[config.mk]
export PLATFORM = sky130hd
export DESIGN_NAME = muldiv_unit
export DESIGN_NICKNAME = d
export VERILOG_FILES = /design/src/rtl/mdu_pkg.sv /design/src/rtl/mdu_negate.sv /design/src/rtl/muldiv_unit.sv
export SDC_FILE = /design/constraint.sdc
export NUM_CORES = 1
export LEC_CHECK = 0
export ABC_AREA = 0
export ABC_CLOCK_PERIOD_IN_PS = 10690
export CORE_UTILIZATION = 30
export DETAILED_ROUTE_END_ITERATION = 16
export GPL_TIMING_DRIVEN = 1
export PLACE_DENSITY_LB_ADDON = 0.3
export RECOVER_POWER = 100
export SYNTH_ARGS = -nofsm -noshare
export SYNTH_HDL_FRONTEND = slang
export SYNTH_HIERARCHICAL = 1
export SYNTH_SLANG_ARGS = --single-unit
[constraint.sdc]
create_clock -name clk -period 10.69 [get_ports clk]
set_input_delay 1.069 -clock clk [delete_from_list [all_inputs] [get_ports clk]]
set_output_delay 1.069 -clock clk [all_outputs]
set_load 0.005 [all_outputs]
[src/rtl/mdu_pkg.sv]
// Shared definitions for the multiply/divide unit: FSM states, op encoding, default width.
// Latency: n/a (types and constants only).
// Backpressure: n/a.
package mdu_pkg;

  localparam int MDU_WIDTH = 32;

  // multordivE encoding
  localparam logic OP_MULT = 1'b0;
  localparam logic OP_DIV  = 1'b1;

  typedef enum logic [1:0] {
    IDLE,
    RUN,
    FIX
  } state_t;

endpackage

[src/rtl/mdu_negate.sv]
// Conditional two's-complement: dout = neg ? ~din + cin : din.
// Latency: combinational.
// Backpressure: none.
// Holding cin at 1 gives a plain negate. Driving cin with "lower word is zero"
// lets two instances negate a double-width value as a chained pair.
module mdu_negate #(
  parameter int WIDTH = 32
) (
  input  logic             neg,
  input  logic             cin,
  input  logic [WIDTH-1:0] din,
  output logic [WIDTH-1:0] dout
);

  assign dout = (neg ? ~din : din) + {{(WIDTH-1){1'b0}}, neg & cin};

endmodule

[src/rtl/muldiv_unit.sv]
// Iterative signed multiply/divide writing architectural HI/LO.
// Latency: WIDTH+1 cycles from the start edge to the HI/LO update (done pulses the cycle after).
// Backpressure: busy/stallMD hold off HI/LO readers and writers; startE while busy is dropped.
module muldiv_unit
  import mdu_pkg::*;
#(
  parameter int WIDTH = MDU_WIDTH
) (
  input  logic             clk,
  input  logic             reset,
  input  logic             startE,
  input  logic             multordivE,
  input  logic [WIDTH-1:0] srcaE,
  input  logic [WIDTH-1:0] srcbE,
  input  logic             hlreadD,
  input  logic             hlwriteD,
  output logic             busy,
  output logic             stallMD,
  output logic             done,
  output logic [WIDTH-1:0] hi,
  output logic [WIDTH-1:0] lo
);

  localparam int            CW   = $clog2(WIDTH) + 1;
  localparam logic [CW-1:0] LAST = CW'(WIDTH - 1);

  state_t           state, state_n;
  logic [CW-1:0]    cnt, cnt_n;
  logic             op, op_n;
  logic             neg_q, neg_q_n;   // quotient / product sign
  logic             neg_r, neg_r_n;   // remainder sign (dividend sign)
  logic             div0, div0_n;
  logic [WIDTH-1:0] opa, opa_n, opb, opb_n;
  logic [WIDTH-1:0] acc_hi, acc_hi_n, acc_lo, acc_lo_n;
  logic [WIDTH-1:0] hi_n, lo_n;
  logic             busy_n, done_n;

  logic [WIDTH-1:0] a_mag, b_mag, hi_src, hi_fix, lo_fix;
  logic [WIDTH:0]   mul_sum, div_shift;
  logic [WIDTH-1:0] div_diff;
  logic             div_ok, is_div0;
  logic             start_while_busy;

  assign stallMD          = busy & (hlreadD | hlwriteD);
  assign start_while_busy = startE & busy;

  // Operand magnitudes; the most-negative value maps to its unsigned magnitude.
  mdu_negate #(.WIDTH(WIDTH)) u_neg_a (
    .neg(srcaE[WIDTH-1]), .cin(1'b1), .din(srcaE), .dout(a_mag)
  );
  mdu_negate #(.WIDTH(WIDTH)) u_neg_b (
    .neg(srcbE[WIDTH-1]), .cin(1'b1), .din(srcbE), .dout(b_mag)
  );

  // Result sign correction. For mult the pair negates the full 2*WIDTH product;
  // for div by zero the dividend magnitude is re-signed to give back srcaE.
  assign is_div0 = (op == OP_DIV) && div0;
  assign hi_src  = is_div0 ? opa : acc_hi;

  mdu_negate #(.WIDTH(WIDTH)) u_fix_hi (
    .neg ((op == OP_DIV) ? neg_r : neg_q),
    .cin ((op == OP_DIV) ? 1'b1 : (acc_lo == '0)),
    .din (hi_src),
    .dout(hi_fix)
  );
  mdu_negate #(.WIDTH(WIDTH)) u_fix_lo (
    .neg(neg_q), .cin(1'b1), .din(acc_lo), .dout(lo_fix)
  );

  // Datapath step terms: shift-add for mult, restoring trial subtract for div.
  // div_diff may drop bit WIDTH because it is only used when the difference fits.
  assign mul_sum   = {1'b0, acc_hi} + (acc_lo[0] ? {1'b0, opa} : '0);
  assign div_shift = {acc_hi, acc_lo[WIDTH-1]};
  assign div_ok    = div_shift >= {1'b0, opb};
  assign div_diff  = div_shift[WIDTH-1:0] - opb;

  // Next-state logic for the FSM, iteration datapath and HI/LO.
  always_comb begin
    state_n  = state;
    cnt_n    = cnt;
    op_n     = op;
    neg_q_n  = neg_q;
    neg_r_n  = neg_r;
    div0_n   = div0;
    opa_n    = opa;
    opb_n    = opb;
    acc_hi_n = acc_hi;
    acc_lo_n = acc_lo;
    hi_n     = hi;
    lo_n     = lo;
    busy_n   = busy;
    done_n   = 1'b0;
    case (state)
      IDLE: begin
        if (startE) begin
          state_n  = RUN;
          busy_n   = 1'b1;
          cnt_n    = '0;
          op_n     = multordivE;
          opa_n    = a_mag;
          opb_n    = b_mag;
          neg_q_n  = srcaE[WIDTH-1] ^ srcbE[WIDTH-1];
          neg_r_n  = srcaE[WIDTH-1];
          div0_n   = (srcbE == '0);
          acc_hi_n = '0;
          acc_lo_n = (multordivE == OP_DIV) ? a_mag : b_mag;
        end
      end
      RUN: begin
        cnt_n = cnt + CW'(1);
        if (op == OP_MULT) begin
          acc_hi_n = mul_sum[WIDTH:1];
          acc_lo_n = {mul_sum[0], acc_lo[WIDTH-1:1]};
        end else begin
          acc_hi_n = div_ok ? div_diff : div_shift[WIDTH-1:0];
          acc_lo_n = {acc_lo[WIDTH-2:0], div_ok};
        end
        if (cnt == LAST) state_n = FIX;
      end
      FIX: begin
        hi_n    = hi_fix;
        lo_n    = is_div0 ? '1 : lo_fix;
        done_n  = 1'b1;
        busy_n  = 1'b0;
        state_n = IDLE;
      end
      default: state_n = IDLE;
    endcase
  end

  // All state; reset abandons any operation without touching HI/LO beyond clearing them.
  always_ff @(posedge clk or negedge reset) begin
    if (!reset) begin
      state  <= IDLE;
      cnt    <= '0;
      op     <= OP_MULT;
      neg_q  <= 1'b0;
      neg_r  <= 1'b0;
      div0   <= 1'b0;
      opa    <= '0;
      opb    <= '0;
      acc_hi <= '0;
      acc_lo <= '0;
      hi     <= '0;
      lo     <= '0;
      busy   <= 1'b0;
      done   <= 1'b0;
    end else begin
      state  <= state_n;
      cnt    <= cnt_n;
      op     <= op_n;
      neg_q  <= neg_q_n;
      neg_r  <= neg_r_n;
      div0   <= div0_n;
      opa    <= opa_n;
      opb    <= opb_n;
      acc_hi <= acc_hi_n;
      acc_lo <= acc_lo_n;
      hi     <= hi_n;
      lo     <= lo_n;
      busy   <= busy_n;
      done   <= done_n;
    end
  end

  // An upstream issue while busy is a hazard-unit bug; the request is dropped.
  assert property (@(posedge clk) disable iff (!reset) !start_while_busy)
    else $warning("muldiv_unit: startE while busy, request dropped");

endmodule

-- After elaboration in Yosys (flattened, before gate mapping)
Cells that the tools add are included.
- $lt $le $gt $ge: 1
- add/subtract/negate cells: 7
- multiplexer cells: 25
- reduce and logical (&&, ||, !) cells: 10
- bitwise logic cells: 8
- equality and inequality tests: 5
- operator list (operator ; number):
    $mux 32 ; 13
    $add 32x1->32 ; 4
    $not 32->32 ; 4
    $pmux 32 s2 ; 2
    $logic_not 32->1 ; 2
    $add 32x32->33 ; 1
    $ge 33x32->1 ; 1
    $sub 32x32->32 ; 1
    $pmux 6 s2 ; 1
    $reduce_and 2->1 ; 4
    $add 6x1->6 const B ; 1
    $eq 6x5->1 const B ; 1
    $mux 6 ; 1
    $mux 1 ; 4
    $mux 2 ; 2
    $ne 2x2->1 const B ; 2
    $pmux 2 s2 ; 1
    $reduce_bool 2->1 ; 2
    $and 1x1->1 ; 2
    $eq 2x1->1 const B ; 1
    $eq 2x2->1 const B ; 1
    $logic_not 2->1 ; 1
    $pmux 1 s2 ; 1
    $logic_and 1x1->1 ; 1
    2 further kinds ; 2
- logic and storage cells: 70
- output and inout port bits: 67
- register bits: 206
- input port bits: 70

-- Logic depth before layout (Yosys ltp)
- depth after elaboration: 6
- depth in mapped cells: 16
- mapped depth without buffers: 13

-- Hierarchy
The synthesis kept the hierarchy.
- by module, submodules not included (module ; cells each ; area an instance (µm²) ; instances):
    muldiv_unit ; 1459 ; 13256.5 ; 1
    mdu_negate ; 218 ; 1590.3 ; 4

-- Worst setup path after synthesis
No wires, ideal clock.
- path kind: register to register
- start point: register op
- end point: register hi[26]
- buffers on the path: 6
- stages on the path, launching flop included: 17
- library setup time: 0.125 ns
- required time: 10.565 ns
- data arrival time: 3.806 ns
- slack: 6.760 ns
- cell sequence: dfrtp_1 clkbuf_1 buf_1 mux2_2 buf_2 buf_2 buf_2 buf_2 xor2_1 ha_1 ha_1 nand3b_1 o22ai_4 nand2_2 nor4_2 xnor2_1 mux2_2
- cells in the longest elaborated chain, start to end: 5
- RTL lines (what ; line ; RTL):
    start: declaration ; muldiv_unit.sv:29 ; logic op, op_n;
    start signal: assignment ; muldiv_unit.sv:151 ; op <= op_n;
    $logic_and 1x1->1 ; muldiv_unit.sv:57 ; assign is_div0 = (op == OP_DIV) && div0;
    $mux 32 ; muldiv_unit.sv:58 ; assign hi_src = is_div0 ? opa : acc_hi;
    $not 32->32 ; mdu_negate.sv:15 ; assign dout = (neg ? ~din : din) + {{(WIDTH-1){1'b0}}, neg & cin};
    $mux 32 ; mdu_negate.sv:15 ;
    $add 32x1->32 (*) ; mdu_negate.sv:15 ;
    net hi_fix[26] ; muldiv_unit.sv:38 ; logic [WIDTH-1:0] a_mag, b_mag, hi_src, hi_fix, lo_fix;
    end signal: assignment ; muldiv_unit.sv:159 ; hi <= hi_n;
    end: declaration ; muldiv_unit.sv:20 ; output logic [WIDTH-1:0] hi,
Mark *: on every way through the listed nets, which the timed path passes. The rest lies on a longest branch.
A chain may end at the register's enable or synchronous reset.

-- Final worst setup path
Same ends and word-level chain as after synthesis.

==> flow_summary.yaml <==
drt:
  dr.pass1.iters: 5
  num_vias: 17551
  wire_per_inst_um: 19.7
  drc_errors: 0
  wl_mm: 63.6
  viasPerCell: 5.43
  detail-route-antenna-nets: 0
  first_iter_violations: 1503
timing:
  fin_crit_ns: 6.82
  tightest_slew_ns: 4.98
  fmax_mhz: 147
  final_max_slew_viol_count: 488
  maxSlewHeadroom_pct: -232
  setup_ws_ns: 3.87
  finClkSkew_ns: 0.0114
  setup_viol: 0
  period_share_pct: 63.8
  hold_viol: 0
  rsz0062_at_grt: "no"
  tns_ns: 0
synthesis:
  yosysWarnings: 6
  yosys_most_used_dff: "dfrtp_1"
  synth-edff-count: 0
  syn-instance-count: 2331
  netlist_area_mm2: 0.0196
  avgSynthCellArea_um2: 8.42
  synth-seq-cells: 206
  yosysSeqAreaShare_pct: 26.3
  async_flop_share_pct: 100
  ys_types: 89
pwr:
  p_seq_share_pct: 24.8
  internal_power_uw: 3270
  netSwitchingFraction_pct: 47.0
  leakage_uw: 0.00840
  power_frac_comb_pct: 61.4
  vdd_ir_drop_max_mv: 0.128
  power_density_mw_per_mm2: 278
  p_switching_uw: 2900
  pwr-share-clk_pct: 13.9
clocking:
  cts.sinks: 206
  ctsResizeCount: 0
  cts_tree: "yes"
  clk_latency_ns: 0.56
  clk_pin_slew_ns: 0.06
  ctsHtreeMaxLevel: 1
  cts_hold_buffers: 0
  clk_path_buf_depth: 3
  cts_setup_buffers: 0
  cts_buffers: 25
  root_buffer: "clkbuf_16"
floorplan:
  num_rows: 93
  core-area_mm2: 0.0646
  start_util_pct: 30.4
  ioPinCount: 137
  dieArea_mm2: 0.0664
  die_w_um: 258
  fp.dieH_um: 258
placed_design:
  pre_cts_ws_ns: 6.45
  dp_hpwl_mm: 49.3
  gp_congestion: 0.878
  placed_area_mm2: 0.0215
  io_buffers: 136
finish:
  drive_above_1_share_pct: 10.0
  final_area_mm2: 0.0222
  diodes: 0
  synthToLayoutAreaGrowth_pct: 13.2
  fill_cells: 6649
  layout.nets: 2508
  utilization_pct: 34.4
min_path:
  hold_path_class: "reg -> reg"
  min_path_cells: 2
  hp-start: "neg_r"
  whs_endpoint: "neg_r"
outcome:
  violations: "max-capacitance violations, max-slew violations"
  outcome: "complete, but fails checks"
critical_path:
  r2r-end: "hi[26]"
  rr_startpoint: "op"
  path_class: "reg -> reg"
  worst_setup_path_end_kind: "flip-flop"
  r2r_slack_ns: 3.87
  cp_data_required_time_ns: 11.12
  worstSetupStartpointType: "flip-flop"
  crit_arrival_ns: 7.25
  reg2reg_depth: 12
  critPathMaxFanout: 66
grt:
  antenna_found_initial: 1
  grt_pass1_vias: 17074
  grt_overflow_total: 0
  grtUsageTotal_pct: 18.8
  grt_max_degree: 91
  grt_pass1_wl_mm: 100
job:
  maxCapViolCount: 8
==> flip-flops by register name, summed over array words and instances, names as in the netlist <==
name / cells
acc_hi: 32
acc_lo: 32
busy: 1
cnt: 6
div0: 1
done: 1
hi: 32
lo: 32
neg_q: 1
neg_r: 1
op: 1
opa: 32
opb: 32
state: 2
==> cells in the final DEF (no fill, tap or decap), types with 36 or more instances in the layout <==
cell	count
a21oi_1	89
and2_1	40
clkdlybuf4s50_1	64
dfrtp_1	204
dlygate4sd3_1	68
ha_1	73
inv_1	61
mux2_2	69
mux2i_1	101
nand2_1	309
nand2b_1	47
nand3_1	59
nor2_1	114
nor3_1	36
nor4_1	50
o211ai_1	52
o21ai_0	142
o22a_1	37
xnor2_1	191
xor2_1	78
==> power by group through the flow <==
stage / sequential, uW / combinational (uW) / clock (uW)
finish: 1530 / 3790 / 856
global route: 1580 / 4200 / 906
CTS: 1540 / 3860 / 878
detailed placement: 1550 / 3840 / 0
global placement: 1540 / 3800 / 0
floorplan: 1360 / 2920 / 0
==> routing by layer <==
layer / track usage [%] / share of wire, %
met1: 25.8 / 46
met2: 31.5 / 47
met3: 1.61 / 4.2
met4: 5.23 / 2.7
met5: 0 / 0
==> synth_stat cells (11+ instances only) <==
library cell / count / area (um^2)
dfrtp_1: 206 / 5150
nand4_1: 21 / 131
o22ai_1: 18 / 113
o21ai_0: 121 / 606
o21bai_1: 11 / 82.6
o32ai_1: 12 / 105
inv_1: 61 / 229
mux2i_1: 101 / 1010
o211ai_1: 52 / 390
or2_2: 15 / 93.8
nor3b_1: 14 / 105
ha_1: 73 / 913
a21o_1: 28 / 210
xor2_1: 78 / 683
xnor2_1: 191 / 1670
o21a_1: 12 / 90.1
nor2_1: 115 / 432
nor3_1: 35 / 175
nor4_1: 48 / 300
and2_1: 41 / 257
a22oi_1: 19 / 143
nand3b_1: 25 / 188
mux2_2: 70 / 788
a21oi_1: 89 / 445
o21ai_1: 45 / 225
nor4_2: 12 / 150
a31oi_1: 22 / 138
o22a_1: 37 / 324
a211oi_1: 11 / 82.6
nand2_1: 308 / 1160
nand3_1: 59 / 295
clkbuf_1: 80 / 300
nand2b_1: 48 / 300
buf_2: 42 / 210
buf_1: 12 / 45.0
==> worst max-delay path: stages, from the launching register on <==
cell and delay (ns):
dfrtp_2 0.33, buf_4 0.56, mux2_1 0.30, clkbuf_1 2.32, and2_0 0.33, ha_1 0.23, ha_1 0.28, nand3b_1 0.10
o22ai_1 0.69, nand2_1 0.40, nor4_1 0.63, xnor2_1 0.15, mux2_2 0.28
==> per-stage QoR <==
| stage | std cells | power [uW] | hold WS [ns] |
|---|---|---|---|
| 5_1_grt | 3234 | 6690 | 0.521 |
| 3_3_place_gp | 3191 | 5340 | 0.470 |
| 6_report | 3234 | 6170 | 0.492 |
| 2_1_floorplan | 2333 | 4270 | 0.440 |
| 4_1_cts | 3234 | 6270 | 0.488 |
| 3_5_place_dp | 3191 | 5390 | 0.475 |
==> layout make-up <==
cell class	instances	area [um^2]	share of cell area [%]
clock buffers	32	682	3.07
clock inverters	11	124	0.558
inverters	61	229	1.03
multi-input cells	1914	13500	60.7
flip-flops and latches	206	5160	23.2
well taps	855	1070	4.82
repair buffers	155	1460	6.58
==> logic make-up after synthesis <==
| logic type | after synthesis | share of synthesized area (%) |
|---|---|---|
| AO/OA/AOI/OAI | 562 | 20.3 |
| multiplexers | 171 | 9.17 |
| buffers and inverters | 213 | 4.73 |
| AND/OR/NAND/NOR | 834 | 22.7 |
| other | 1 | 0.0191 |
| flip-flops | 206 | 26.3 |
| adder cells (fa/ha/maj) | 75 | 4.86 |
| XOR/XNOR | 269 | 12.0 |
==> how the worst max path moves through the flow <==
stage | startpoint | endpoint | cells past startpoint
floorplan | op | hi[26] | 16
global placement | srcaE[31] | acc_lo[26] | 14
detailed placement | op | hi[26] | 12
CTS | op | hi[26] | 12
global route | op | hi[26] | 12
finish | op | hi[26] | 12
Note: power is estimated with default switching activity, not from simulation.
